--- src/rtl/am25ls_pkg.sv ---
// -----------------------------------------------------------------------------
// am25ls_pkg
// Shared definitions for the Am25LS-style counter slices.
//   DIR_UP / DIR_DOWN : values of the ud_ direction input
//   SLICE_W           : width of one counter slice (4 bits)
//   slice_op_e        : operation a slice performs on the next rising edge
//   step_count()      : modulo-2^SLICE_W increment/decrement of one slice
// -----------------------------------------------------------------------------
package am25ls_pkg;

    localparam logic DIR_UP   = 1'b1;
    localparam logic DIR_DOWN = 1'b0;

    localparam int SLICE_W = 4;

    localparam logic [SLICE_W-1:0] SLICE_ZERO = 4'b0000;
    localparam logic [SLICE_W-1:0] SLICE_ONE  = 4'b0001;
    localparam logic [SLICE_W-1:0] SLICE_ONES = 4'b1111;

    // Edge operation, listed in priority order (clear beats load beats count).
    typedef enum logic [1:0] {
        OP_HOLD  = 2'd0,
        OP_COUNT = 2'd1,
        OP_LOAD  = 2'd2,
        OP_CLEAR = 2'd3
    } slice_op_e;

    // One count step; wraps naturally through the fixed slice width.
    function automatic logic [SLICE_W-1:0] step_count(
        input logic [SLICE_W-1:0] value,
        input logic               dir
    );
        logic [SLICE_W-1:0] result;
        if (dir == DIR_UP) begin
            result = value + SLICE_ONE;
        end else begin
            result = value - SLICE_ONE;
        end
        return result;
    endfunction

endpackage

--- src/rtl/am25ls169_slice.sv ---
// -----------------------------------------------------------------------------
// am25ls169_slice
// One 4-bit synchronous presettable up/down counter slice.
//   cp     : clock, all state changes on the rising edge
//   clr    : synchronous clear, active-high (highest priority)
//   load_  : synchronous parallel load, active-low
//   ud_    : direction, 1 = up, 0 = down
//   enp_   : count enable P, active-low, does not gate rco_
//   ent_   : count enable T, active-low, cascade input, gates rco_
//   din    : parallel load data
//   q      : counter state (registered)
//   rco_   : ripple carry/borrow out, active-low, combinational
// -----------------------------------------------------------------------------
module am25ls169_slice
    import am25ls_pkg::*;
(
    input  logic               cp,
    input  logic               clr,
    input  logic               load_,
    input  logic               ud_,
    input  logic               enp_,
    input  logic               ent_,
    input  logic [SLICE_W-1:0] din,
    output logic [SLICE_W-1:0] q,
    output logic               rco_
);

    slice_op_e          op_s;
    logic [SLICE_W-1:0] q_r;
    logic [SLICE_W-1:0] q_next_s;
    logic               terminal_s;
    logic               rco_s;

    // Decode the edge operation; clr is tested first so unknown enables
    // while clearing cannot leak into the state.
    always_comb begin
        op_s = OP_HOLD;
        if (clr) begin
            op_s = OP_CLEAR;
        end else if (!load_) begin
            op_s = OP_LOAD;
        end else if (!enp_ && !ent_) begin
            op_s = OP_COUNT;
        end else begin
            op_s = OP_HOLD;
        end
    end

    // Next-state selection for the decoded operation.
    always_comb begin
        q_next_s = q_r;
        case (op_s)
            OP_CLEAR: q_next_s = SLICE_ZERO;
            OP_LOAD:  q_next_s = din;
            OP_COUNT: q_next_s = step_count(q_r, ud_);
            OP_HOLD:  q_next_s = q_r;
            default:  q_next_s = q_r;
        endcase
    end

    // State register; clearing is folded into the next-state logic above.
    always_ff @(posedge cp) begin
        q_r <= q_next_s;
    end

    // Terminal count for the current direction: all ones going up, zero going down.
    always_comb begin
        terminal_s = 1'b0;
        if (ud_ == DIR_UP) begin
            terminal_s = (q_r == SLICE_ONES);
        end else begin
            terminal_s = (q_r == SLICE_ZERO);
        end
    end

    // Carry/borrow out is gated only by ent_, never by enp_, so a chain of
    // slices can hold with enp_ while still presenting a valid cascade.
    always_comb begin
        rco_s = ~(terminal_s & ~ent_);
    end

    assign q    = q_r;
    assign rco_ = rco_s;

endmodule

--- src/rtl/am25ls169.sv ---
// -----------------------------------------------------------------------------
// am25ls169
// WIDTH-bit synchronous presettable up/down binary counter built from
// WIDTH/4 cascaded 4-bit slices with ent_/rco_ ripple chaining.
//   cp     : clock, all state changes on the rising edge
//   clr    : synchronous clear, active-high
//   load_  : synchronous parallel load, active-low
//   ud_    : direction, 1 = up, 0 = down
//   enp_   : count enable P, active-low
//   ent_   : count enable T, active-low, gates rco_
//   din    : parallel load data
//   q      : counter state
//   rco_   : ripple carry/borrow out of the last slice, active-low
// -----------------------------------------------------------------------------
module am25ls169
    import am25ls_pkg::*;
#(
    parameter int WIDTH = 4
) (
    input  logic             cp,
    input  logic             clr,
    input  logic             load_,
    input  logic             ud_,
    input  logic             enp_,
    input  logic             ent_,
    input  logic [WIDTH-1:0] din,
    output logic [WIDTH-1:0] q,
    output logic             rco_
);

    localparam int NUM_SLICES = WIDTH / SLICE_W;

    if (((WIDTH % SLICE_W) != 32'sd0) || (WIDTH < SLICE_W)) begin : g_width_check
        $error("am25ls169: WIDTH must be a non-zero multiple of 4");
    end

    // Each slice counts only when every lower slice sits at its terminal
    // value, which is exactly what its ent_ (the lower rco_) reports. The
    // chain is combinational, so carries and borrows cross all slices in a
    // single clock.
    for (genvar k = 0; k < NUM_SLICES; k++) begin : g_slice
        logic ent_in_s;
        logic rco_out_s;

        if (k == 0) begin : g_head
            assign ent_in_s = ent_;
        end else begin : g_tail
            assign ent_in_s = g_slice[k-1].rco_out_s;
        end

        am25ls169_slice u_slice (
            .cp    (cp),
            .clr   (clr),
            .load_ (load_),
            .ud_   (ud_),
            .enp_  (enp_),
            .ent_  (ent_in_s),
            .din   (din[k*SLICE_W +: SLICE_W]),
            .q     (q[k*SLICE_W +: SLICE_W]),
            .rco_  (rco_out_s)
        );
    end

    assign rco_ = g_slice[NUM_SLICES-1].rco_out_s;

endmodule
--- config.mk ---
export PLATFORM = sky130hd
export DESIGN_NAME = am25ls169
export DESIGN_NICKNAME = d
export VERILOG_FILES = /design/src/rtl/am25ls_pkg.sv /design/src/rtl/am25ls169_slice.sv /design/src/rtl/am25ls169.sv
export SDC_FILE = /design/constraint.sdc
export NUM_CORES = 1
export LEC_CHECK = 0
export ABC_CLOCK_PERIOD_IN_PS = 1450
export CORE_AREA = 2 2 39 41
export DETAILED_ROUTE_END_ITERATION = 12
export DIE_AREA = 0 0 41 43
export GPL_ROUTABILITY_DRIVEN = 0
export PLACE_DENSITY = 0.52
export SLEW_MARGIN = 20
export SYNTH_ARGS = -nofsm -noshare
export SYNTH_HDL_FRONTEND = slang
export SYNTH_SLANG_ARGS = --single-unit
--- constraint.sdc ---
create_clock -name cp -period 1.45 [get_ports cp]
set_input_delay 0.3625 -clock cp [delete_from_list [all_inputs] [get_ports cp]]
set_output_delay 0.3625 -clock cp [all_outputs]
set_load 0.02 [all_outputs]
Yosys cells after proc, flatten, opt, wreduce, memory -nomap -nowiden

Index checks and enable logic that the tools add are counted.
W data, S select, Z words.

Register bits: 4
Latch bits: 0
Bits in writable memories: 0
Bits in read-only memories: 0
Bits of input ports: 10
Output and inout bits: 5
Word-level logic and storage cells: 21
Memories kept: 0

Add/sub/neg operators: 2
Multipliers: 0
Divide/modulo/power cells: 0
Magnitude comparators: 0
Eq/ne operators: 4
Shift operators: 0
Multiplexer cells: 6
Bitwise operators: 3
Reductions and logical operators: 5

Operators with widths:

| cell                  | number |
|---|---|
| $pmux W4 S3           | 1 |
| $add A4 B1 Y4 const B | 1 |
| $eq A2 B2 Y1 const B  | 2 |
| $eq A4 B4 Y1 const B  | 1 |
| $logic_not A4 Y1      | 1 |
| $mux W2               | 2 |
| $mux W4               | 1 |
| $sub A4 B1 Y4 const B | 1 |
| $eq A2 B1 Y1 const B  | 1 |
| $logic_not A1 Y1      | 2 |
| $logic_not A2 Y1      | 1 |
| $mux W1               | 2 |
| $not A1 Y1            | 2 |
| $and A1 B1 Y1         | 1 |
| $logic_and A1 B1 Y1   | 1 |

Longest topological paths before layout

Gate-level depths: netlist of the first run.

Depth in word-level cells: 7
Depth in mapped cells: 5
Gate-level depth less buffers: 5

Least setup slack after synthesis of the first run

No wires, ideal clock.

Kind: reg-to-output
From: reg g_slice[0].u_slice.q_r[0]
To: out rco_
Arrival time: 1.329 ns
Data required time: 1.087 ns
Setup slack: -0.242 ns
Cell stages (with the launch flop): 4
Buffers on the path: 0
Cells stage by stage: edfxtp_1 > or4_1 > mux2i_1 > nand2b_1

Cells in the longest elaborated chain, start to end: 4
Elaborated cells between the ends (all ways): 5
Those cells by class: eq/ne (1); mux (1); bitwise (2); reduce/logical (1)

RTL lines:

| what                                             | RTL line                                     | text |
|---|---|---|
| start, declared                                  | am25ls169_slice.sv:29                        | `logic [SLICE_W-1:0] q_r;` |
| start signal, assigned                           | am25ls169_slice.sv:63                        | `q_r <= q_next_s;` |
| $eq A4 B4 Y1 or $logic_not A4 Y1 (tied branches) | am25ls169_slice.sv:70, am25ls169_slice.sv:72 |  |
| $mux W1 (*)                                      | am25ls169_slice.sv:69                        | `if (ud_ == DIR_UP) begin` |
| $and A1 B1 Y1 (*)                                | am25ls169_slice.sv:79                        | `rco_s = ~(terminal_s & ~ent_);` |
| $not A1 Y1 (*)                                   | am25ls169_slice.sv:79                        |  |
| end, declared                                    | am25ls169.sv:28                              | `output logic rco_` |

Every way passes the cells marked *; elsewhere a longest branch is shown, timed or not.

Final worst setup path of the first run

From: reg g_slice[0].u_slice.q_r[1]
To: out rco_

Same word-level chain as after synthesis.

==> results of run 1 <==
[through the flow]
| stage | hold slack [ns] | cells | setup WS (ns) | util [%] |
|---|---|---|---|---|
| floorplan | 0.548 | 33 | -0.226 | - |
| global placement | 0.750 | 70 | -1.00 | 37.4 |
| detailed placement | 0.750 | 70 | -0.974 | 37.4 |
| CTS | 0.757 | 73 | -0.435 | 40.4 |
| global route | 0.815 | 74 | -0.547 | 42.4 |
| finish | 0.815 | 74 | -0.419 | 42.4 |
[metal layers]
layer / GRT usage [%] / vias to the layer above / part of all wire (%) / routed length, µm
met5: 0 / - / 0 / 0
met4: 4.00 / 0 / 0 / 0
met3: 5.24 / 0 / 6.6 / 53
met2: 15.3 / 11 / 51 / 411
met1: 14.5 / 153 / 42 / 337
li1: - / 170 / - / -
[report_power, final]
| part | total, mW | internal (mW) | switching, mW | leakage (nW) |
|---|---|---|---|---|
| Clock | 0.133 | 0.0922 | 0.0405 | 0.0138 |
| Combinational | 0.181 | 0.0987 | 0.0820 | 0.182 |
| Sequential | 0.146 | 0.140 | 0.00564 | 0.0447 |
[worst reg2reg max path, stage by stage, from the launching register on]
cell and delay (ns):
edfxtp_1 0.41, buf_6 0.15, ha_4 0.29, nand3_2 0.10
and3_4 0.16, o31ai_2 0.19
[cell families (layout without fill, tap and decap cells)]
family	after synthesis	in the layout	share of synthesized area (%)
AO/OA/AOI/OAI	7	7	12.3
buffers and inverters	3	28	3.69
multiplexers	1	1	3.28
flip-flops	4	4	39.3
AND/OR/NAND/NOR	13	13	20.9
adder cells (fa/ha/maj)	3	3	14.8
XOR/XNOR	2	2	5.74
[layout by cell type (no fill, tap or decap), drive strengths merged]
cell type      n
buf            9
clkdlybuf4s50  8
clkbuf         7
nand2          5
edfxtp         4
o21ai          4
inv            3
nor2           2
xor2           2
a21oi          2
ha             2
nor2b          1
nand3          1
and3           1
o31ai          1
or4            1
nand4          1
mux2i          1
nand2b         1
fa             1
dlygate4sd2    1
[worst paths after layout]
| check | end | slack [ns] | cells after the start |
|---|---|---|---|
| setup / recovery | rco_ | -0.42 | 4 |
| hold reg to reg | g_slice[0].u_slice.q[0] | 0.84 | 3 |
| hold / removal | g_slice[0].u_slice.q[3] | 0.82 | 3 |
| setup reg to reg | g_slice[0].u_slice.q[3] | -0.02 | 5 |
[final cells by class]
class	instances	area share, %
Clock buffer	3	3.84
Inverter	3	2.35
Multi-Input combinational cell	26	37.3
Sequential cell	4	20.5
Tap cell	16	3.41
Timing Repair Buffer	22	32.6
[repair_timing]
item,4_1_cts,5_1_grt
setup endpoints to repair,12,7
setup buffers,0,1
pin swaps,2,7
resized for setup,18,18
==> summary.txt, run 1 <==
Run status
  – Status: finished, violations left
  – Violated checks: setup timing

STA
  – Clk_skew: 0.00136 ns
  – Max_slew headroom: 75.2%
  – Min Tclk post-route: 1.87 ns
  – Total negative slack: -0.436 ns
  – Final cycle utilization of the critical path: 129%
  – Final hold vios: 0
  – Final setup vio count: 2
  – Final Slew Violations: 0
  – RSZ-0062 raised after global routing: true
  – Worst-Margin Slew: 0.370 ns
  – Maximum clock frequency: 0.535 GHz
  – Post-route setup slack: -0.419 ns

Synthesis
  – Seq/Total Area, Yosys: 39.3%
  – Top FF cell, synth: edfxtp_1
  – Synth cell count leaders: nand2_1 (5), edfxtp_1 (4), o21ai_0 (4), inv_1 (3)
  – Synth top area cells: edfxtp_1 (39%), ha_1 (8.2%), fa_1 (6.6%)
  – Share of the synthesized area in the top cell type: 39.3%
  – Synth area leader: edfxtp_1
  – Synth cell types: 17
  – Number of flops mapped to enable cells by yosys: 4
  – Synthesized net count: 46
  – Syn Inst Count: 33
  – Mapped Area: 305 µm²
  – Top-count cell post-synth: nand2_1
  – Yosys reg bits: 4
  – Ys Warns: 0
  – FFs w/ async S/R, synth: 0%
  – Syn_area_per_cell: 9.25 µm²

Power
  – Leakage power: 0.241 nW
  – Power, Total: 459 µW
  – Peak VDD IR: 0.325 mV
  – Pwr/cell area: 783 nW/µm²

Global routing
  – Number of global-route vias before repair: 313
  – GRT Total Usage: 11.0%
  – First-pass GRT wire length: 1.30 mm
  – Remaining Overflow, GRT: 0
  – Largest net degree at the start of global routing: 6
  – Antenna violations before repair: 0

Floorplan
  – # IOs: 15
  – Core ar.: 1380 µm²
  – Die X: 41 µm
  – Initial Util: 22.1%
  – Overall die height: 43 µm
  – Die area: 1760 µm²
  – FP Rows: 14

Min path
  – Worst hold path class: primary input to flip-flop
  – Hold path start: din[3]

Clock tree
  – Clk_lat worst skew: 0.23 ns
  – CTS tree: done
  – Clock sink total: 4
  – Max Root-Sink Buffers: 2
  – H-tree depth: 1
  – Clock-pin slew on the worst setup and hold paths: 0.04 ns
  – Root Driver: clkbuf_4
  – Num CTS Buffers: 3
  – Hold-fix buffers at CTS: 0

Setup path
  – Cell-by-cell trace of the critical path: or4_1 -> mux2i_1 -> nand2b_1 -> buf_6
  – Critical path class: flip-flop to primary output
  – Largest stage delay, worst path: 0.52 ns
  – Reg2reg start: g_slice[0].u_slice.q[2]
  – Worst setup EP type: primary output
  – Worst path buffer plus inverter count: 1
  – Arr. time, crit path: 1.51 ns
  – Top delay family on crit path: simple AND/OR/NAND/NOR gates
  – Critical path launch point type: flip-flop
  – Critical-path top delay cell: or4_1
  – Worst Path Required: 1.09 ns
  – Setup crit start: g_slice[0].u_slice.q[1]
  – Critical Path Fanout Max: 2

Layout
  – Register Area: 120 µm²
  – Largest register FFs: 4
  – Area of the multi-input gates: 219 µm²
  – Area grow syn2layout: 92.2%
  – ANT cells: 0
  – Layout cells sized above 1: 43.1%
  – Filler cell count in the final layout: 144
  – # nets final: 73
  – Post-route cell area: 587 µm²

Routing
  – ANT nets after route: 0
  – Routed vias/inst: 4.51
  – Via count: 334
  – Initial drt markers: 5
  – DR DRC count: 0
  – Wire per inst: 10.9 µm
  – Final wirelength: 803 µm
  – Drt pass-1 iters: 2

Placed design
  – Cell Area, Placed: 518 µm²
  – Port buffer count: 14
  – DPL Wire Length: 602 µm

Run
  – Max Cap Viol: 0
Note: power is estimated with default switching activity, not from simulation.
==> run 2, diff against run 1 <==
--- a/config.mk
+++ b/config.mk
@@ -5,12 +5,13 @@
 export SDC_FILE = /design/constraint.sdc
 export NUM_CORES = 1
 export LEC_CHECK = 0
+export ABC_AREA = 1
 export ABC_CLOCK_PERIOD_IN_PS = 1450
 export CORE_AREA = 2 2 39 41
 export DETAILED_ROUTE_END_ITERATION = 12
 export DIE_AREA = 0 0 41 43
 export GPL_ROUTABILITY_DRIVEN = 0
-export PLACE_DENSITY = 0.52
+export PLACE_DENSITY = 0.55
 export SLEW_MARGIN = 20
 export SYNTH_ARGS = -nofsm -noshare
 export SYNTH_HDL_FRONTEND = slang
==> summary.txt, run 2 <==
Global routing
  – Antenna violations before repair: 0
  – Largest net degree at the start of global routing: 5
  – M3 GR Usage: 1.57%
  – GRT Total Usage: 11.2%
  – Grt peak-use layer: met2
  – GR Util met2: 16.6%
  – Remaining Overflow, GRT: 0
  – Number of global-route vias before repair: 358
  – First-pass GRT wire length: 1.29 mm
  – Routing usage on met1: 13.2%

Synthesis
  – Share of the synthesized area in the top cell type: 35.3%
  – Seq/Total Area, Yosys: 35.3%
  – Syn Inst Count: 44
  – Synth cell count leaders: nand2_1 (13), inv_1 (7), edfxtp_1 (4), nor2_1 (3)
  – FFs w/ async S/R, synth: 0%
  – Synth area leader: edfxtp_1
  – Top-count cell post-synth: nand2_1
  – Top FF cell, synth: edfxtp_1
  – Number of flops mapped to enable cells by yosys: 4
  – Synthesized net count: 57
  – Synth cell types: 16
  – Ys Warns: 0
  – Syn_area_per_cell: 7.73 µm²
  – Synth top area cells: edfxtp_1 (35%), nand2_1 (14%), inv_1 (7.7%)
  – Yosys reg bits: 4
  – Mapped Area: 340 µm²

Min path
  – Worst hold path class: flip-flop to flip-flop
  – Hold path start: g_slice[0].u_slice.q[0]
  – Hold Path Sink: g_slice[0].u_slice.q[0]
  – Hold Path Depth: 2

Routing
  – Drt pass-1 iters: 4
  – Routed vias/inst: 4.25
  – Final wirelength: 816 µm
  – DR DRC count: 0
  – Wire per inst: 9.27 µm
  – ANT nets after route: 0
  – Initial drt markers: 2
  – Via count: 374

STA
  – Max_slew headroom: 83.9%
  – Final hold vios: 0
  – Final cycle utilization of the critical path: 107%
  – Min Tclk post-route: 1.55 ns
  – Final setup vio count: 2
  – RSZ-0062 raised after global routing: true
  – Clk_skew: 0.00641 ns
  – Final Slew Violations: 0
  – Maximum clock frequency: 0.645 GHz
  – Worst hold slack: 0.737 ns
  – Total negative slack: -0.159 ns
  – Worst-Margin Slew: 0.241 ns
  – Post-route setup slack: -0.101 ns

Setup path
  – Reg2reg start: g_slice[0].u_slice.q[2]
  – Arr. time, crit path: 1.19 ns
  – FF-to-FF setup slack: -0.06 ns
  – Critical Path Fanout Max: 3
  – Worst Path Required: 1.09 ns
  – Worst setup EP type: primary output
  – Critical path launch point type: flip-flop
  – Reg2reg end: g_slice[0].u_slice.q[3]
  – Critical path class: flip-flop to primary output
  – Cells on worst reg2reg path: 7

Layout
  – Area grow syn2layout: 82.0%
  – Most frequent cells in the layout: nand2_1 (12), buf_4 (11), clkdlybuf4s50_1 (8)
  – Largest register FFs: 4
  – Most common cell after layout, fill and taps aside: nand2_1
  – # nets final: 87
  – Layout cells sized above 1: 40.3%
  – Finished Layout Cells: 88
  – ANT cells: 0

Clock tree
  – CTS tree: done
  – Max Root-Sink Buffers: 2
  – H-tree depth: 1
  – Clk_lat worst skew: 0.23 ns
  – Clock-pin slew on the worst setup and hold paths: 0.04 ns
  – Num CTS Buffers: 3
  – Clock sink total: 4
  – Root Driver: clkbuf_4
  – Hold-fix buffers at CTS: 0

Run status
  – Status: finished, violations left
  – Violated checks: setup timing

Floorplan
  – FP Rows: 14
  – Overall die height: 43 µm
  – Initial Util: 24.6%
  – # IOs: 15
  – Die area: 1760 µm²
  – Core ar.: 1380 µm²
  – Die X: 41 µm

Placed design
  – Port buffer count: 14
  – DPL Wire Length: 663 µm
  – Inst Count DP: 83

Power
  – Leakage power: 0.297 nW
  – Peak VDD IR: 0.309 mV
  – Pwr/cell area: 748 nW/µm²
  – Power, Total: 463 µW

Run
  – Max Cap Viol: 0
==> run 2: changes by cell type after synthesis, sizes merged, moves of 2 or more <==
| cell | delta |
|---|---|
| nand2 | +8 |
| inv | +5 |
| a21oi | -2 |
| nor2 | +2 |
| or2 | +2 |
==> run 2: logic make-up (layout without fill, tap and decap cells) <==
family                     count (synthesis)  count (layout)  synth area share (%)
DFF                                        4               4                  35.3
AOI/OAI and AO/OA                          4               4                  8.09
buffers and inverters                      8              36                  8.82
xor gates and xnor gates                   1               1                  2.57
adders and majority gates                  3               3                  13.2
and+or+nand+nor                           24              24                  32.0
==> run 2: power by group <==
group          switching (mW)  leakage, nW  internal (mW)
clock network          0.0437       0.0138         0.0925
registers             0.00952       0.0443          0.141
logic                  0.0798        0.239         0.0974
total                   0.133        0.297          0.330
==> run 2: worst max-delay path by stage <==
stage                                  startpoint                      end  slack (ns)  cells after the start
after CTS                 g_slice[0].u_slice.q[1]                     rco_       -0.11                      4
final                     g_slice[0].u_slice.q[3]                     rco_       -0.10                      5
after detailed placement                      ud_                     rco_       -0.71                      6
after global routing      g_slice[0].u_slice.q[3]                     rco_       -0.21                      5
after global placement                        ud_                     rco_       -0.66                      6
after floorplan           g_slice[0].u_slice.q[2]  g_slice[0].u_slice.q[3]       -0.05                      6
==> run 2: per-layer routing <==
layer,wire length [µm],share of wire (%),vias to the layer above
li1,-,-,198
met1,331,41,165
met2,430,53,11
met3,54,6.6,0
met4,0,0,0
met5,0,0,-
==> run 2: layout make-up <==
cell class	instances	area, µm²
Inverter	8	30.0
Timing Repair Buffer	25	211
Sequential cell	4	120
Tap cell	16	20.0
Clock buffer	3	22.5
Multi-Input combinational cell	32	215
Fill cell	141	764
==> run 2: critical path, cell delays in order, from the launching register on <==
cell and delay [ns]:
edfxtp_1 0.39, nand2_2 0.07, inv_1 0.05, nand4_1 0.09, a21o_2 0.23, buf_6 0.12
==> run 2: stage by stage <==
stage | worst slack, ns | util (%) | instance area, µm²
5_1_grt | -0.212 | 44.8 | 619
3_5_place_dp | -0.713 | 41.2 | 571
3_3_place_gp | -0.665 | 41.2 | 571
2_1_floorplan | -0.0543 | - | 343
6_report | -0.101 | 44.8 | 619
4_1_cts | -0.114 | 44.4 | 614
==> run 2: what timing repair did <==
item                       in CTS  in global routing
pin swaps                       3                  2
setup endpoints to repair       8                  8
resized for setup              21                  8
setup buffers                   1                  2
==> RTL edit, RTL diff (flow settings as in run 2) <==
Put a register stage on the output `q`, without a reset. The value now appears one clock later. The other outputs are not delayed to match. Comments in the files are not updated.
--- a/src/rtl/am25ls169.sv
+++ b/src/rtl/am25ls169.sv
@@ -30,6 +30,8 @@
 
     localparam int NUM_SLICES = WIDTH / SLICE_W;
 
+    logic [WIDTH-1:0] q_d;
+
     if (((WIDTH % SLICE_W) != 32'sd0) || (WIDTH < SLICE_W)) begin : g_width_check
         $error("am25ls169: WIDTH must be a non-zero multiple of 4");
     end
@@ -56,11 +58,15 @@
             .enp_  (enp_),
             .ent_  (ent_in_s),
             .din   (din[k*SLICE_W +: SLICE_W]),
-            .q     (q[k*SLICE_W +: SLICE_W]),
+            .q     (q_d[k*SLICE_W +: SLICE_W]),
             .rco_  (rco_out_s)
         );
     end
 
     assign rco_ = g_slice[NUM_SLICES-1].rco_out_s;
 
+    always_ff @(posedge cp) begin
+        q <= q_d;
+    end
+
 endmodule
Formal check against the unedited RTL: not equivalent (a bounded check fails within 4 cycles, from zero or initial values).
==> RTL edit against run 2 <==
The flow still finishes with violations (negative setup slack). Cell area is 11% higher. Total power increased by 31%. Wire length increased by 11%. Critical path depth is 1 lower. Utilization up 4.8 points. Non-clock buffer count shrank 1. Sequential cell count rose by 4. Die area stayed put. Count of clock-buffer cells in the layout unchanged. Area after synthesis rose by 24%. Setup slack worse by 0.015 ns. Critical endpoint unchanged. Largest cell class is now buffers.
==> RTL edit: results (changes against run 2) <==
peak supply drop: 297.8 µV (-3.5%)
vias in the first global route: 367 (+2.5%)
top_reg_cell synth: edfxtp_1
insertion delay to the later sink of the worst-skew pair: 0.25 ns (+0.02 ns)
CTS Buffer Depth: 2 (unchanged)
gr usage total: 13.56% (+2.3 points)
CTS H-tree depth: 1 (unchanged)
flop2flop setup slack: -0.05 ns
Detailed Place HPWL: 749 µm (+13%)
TritonCTS buffer count: 3 (unchanged)
1st-iter DRT viols: 2 (unchanged)
PortBufs: 14 (unchanged)
Mapped Nets: 61 (+7.0%)
final setup margin: -0.1154 ns (-0.01481 ns)
Async SR Flop Fraction: 0% (unchanged)
Slew Limit Headroom: 84.98% (+1.1 points)
min-delay worst type: flip-flop to flip-flop
initial antenna violation count: 0 (unchanged)
Place WS: -0.6950 ns (+0.01750 ns)
setup_tns: -0.2120 ns (-0.05290 ns)
R2R Path Start: g_slice[0].u_slice.q[0]$_DFFE_PP_
antenna cells: 0 (unchanged)
Synth Instances: 48 (+9.1%)
final setup fails: 3 (+1)
per-cell routed wire length: 9.934 µm (+7.1%)
hold endpoint: q[3]$_DFF_P_
Seq/Total Area, Yosys: 47.62% (+12 points)
Routed WL: 904 µm (+11%)
share of cells above drive strength 1: 25.33% (-15 points)
Reg-to-Reg End: g_slice[0].u_slice.q[2]$_DFFE_PP_
placed cell count: 86 (+3.6%)
CP arrival: 1.20 ns
Hold Crit Depth: 0 (-2)
synth cell count leaders: nand2_1, inv_1, dfxtp_1, edfxtp_1, nor2_1
YS warnings: 0 (unchanged)
violated checks: negative setup slack
hold path start: g_slice[0].u_slice.q[3]$_DFFE_PP_
Area contributors post-synth: edfxtp_1, dfxtp_1, nand2_1, inv_1, ha_1
Post-synth EDFFs: 4 (unchanged)
Regs by FF count: g_slice.u_slice.q x4, q x4
hold_buf cts: 0 (unchanged)
Avg Vias per Cell: 4.297 (+1.1%)
Reg2Reg Depth: 5 (-2)
Max Fanout on Critical Path: 4 (+1)
Leak: 0.3314 nW (+12%)
synth unique cells: 17 (+1)
Clock Skew: 0.001349 ns (-0.005056 ns)
first-pass GRT wire length: 1.538 mm (+19%)
largest net degree at the start of global routing: 5 (unchanged)
CTS Root Cell: clkbuf_4
NumNets Final: 90 (+3.4%)
DR pass1 iterations: 2 (-2)
status: complete, but fails checks
Reg clk slew, reported paths: 0.06 ns (+0.02 ns)
-- RTL edit: worst max-delay path by stage --
| stage | endpoint | cells past startpoint | start | slack [ns] |
|---|---|---|---|---|
| final | rco_ | 4 | g_slice[0].u_slice.q[2]$_DFFE_PP_ | -0.12 |
| after global routing | rco_ | 4 | g_slice[0].u_slice.q[2]$_DFFE_PP_ | -0.17 |
| after CTS | rco_ | 4 | g_slice[0].u_slice.q[2]$_DFFE_PP_ | -0.14 |
| after detailed placement | rco_ | 6 | ud_ | -0.70 |
| after global placement | rco_ | 6 | ud_ | -0.66 |
| after floorplan | g_slice[0].u_slice.q[3]$_DFFE_PP_ | 7 | ud_ | 0.05 |
-- RTL edit: kinds of logic after synthesis --
logic type	count (synthesis)	share of synthesized area, %
AO/OA/AOI/OAI	4	6.548
XOR/XNOR	1	2.084
adder cells (fa/ha/maj)	3	10.71
buffers and inverters	8	7.143
flip-flops	8	47.62
AND/OR/NAND/NOR	24	25.89
-- RTL edit: worst max-delay path, stage by stage (launching register included) --
cell and delay [ns]:
edfxtp_1 0.44, nor2_1 0.11, nand4_1 0.08, a21o_2 0.20
buf_6 0.12
-- RTL edit: cell type report --
type,instances,area (µm²)
timing repair buffer,24,210.2
sequential,8,200.2
clock buffer,3,22.52
fill,143,698.2
multi-input combinational,32,202.7
inverter,8,30.03
tap,16,20.02
-- RTL edit: per-stage QoR --
step / hold WS [ns] / instance area, µm²
2_1_floorplan: 0.3703 / 420.4
3_3_place_gp: 0.4019 / 640.6
3_5_place_dp: 0.3996 / 640.6
4_1_cts: 0.4121 / 685.7
5_1_grt: 0.4159 / 685.7
6_report: 0.4092 / 685.7
-- RTL edit: power breakdown --
| part | switching, mW | leakage [nW] | total (mW) | internal [mW] |
|---|---|---|---|---|
| Sequential | 0.0107 | 0.0777 | 0.270 | 0.260 |
| Combinational | 0.0766 | 0.240 | 0.165 | 0.0882 |
| Clock | 0.0768 | 0.0138 | 0.172 | 0.0948 |
| Total | 0.164 | 0.331 | 0.607 | 0.443 |
-- RTL edit: repair_timing --
action                                  in CTS  in global routing
resized for setup                           12                  0
pin swaps                                    3                  1
buffers inserted                             2                  0
endpoints found under the setup margin       8                  4
-- RTL edit: layer usage --
metal,vias to the layer above,global-route usage [%],part of all wire (%)
li1,208,-,-
met1,166,17.49,43
met2,13,19.69,49
met3,4,1.571,5.2
met4,0,10.00,3.1
met5,-,0,0
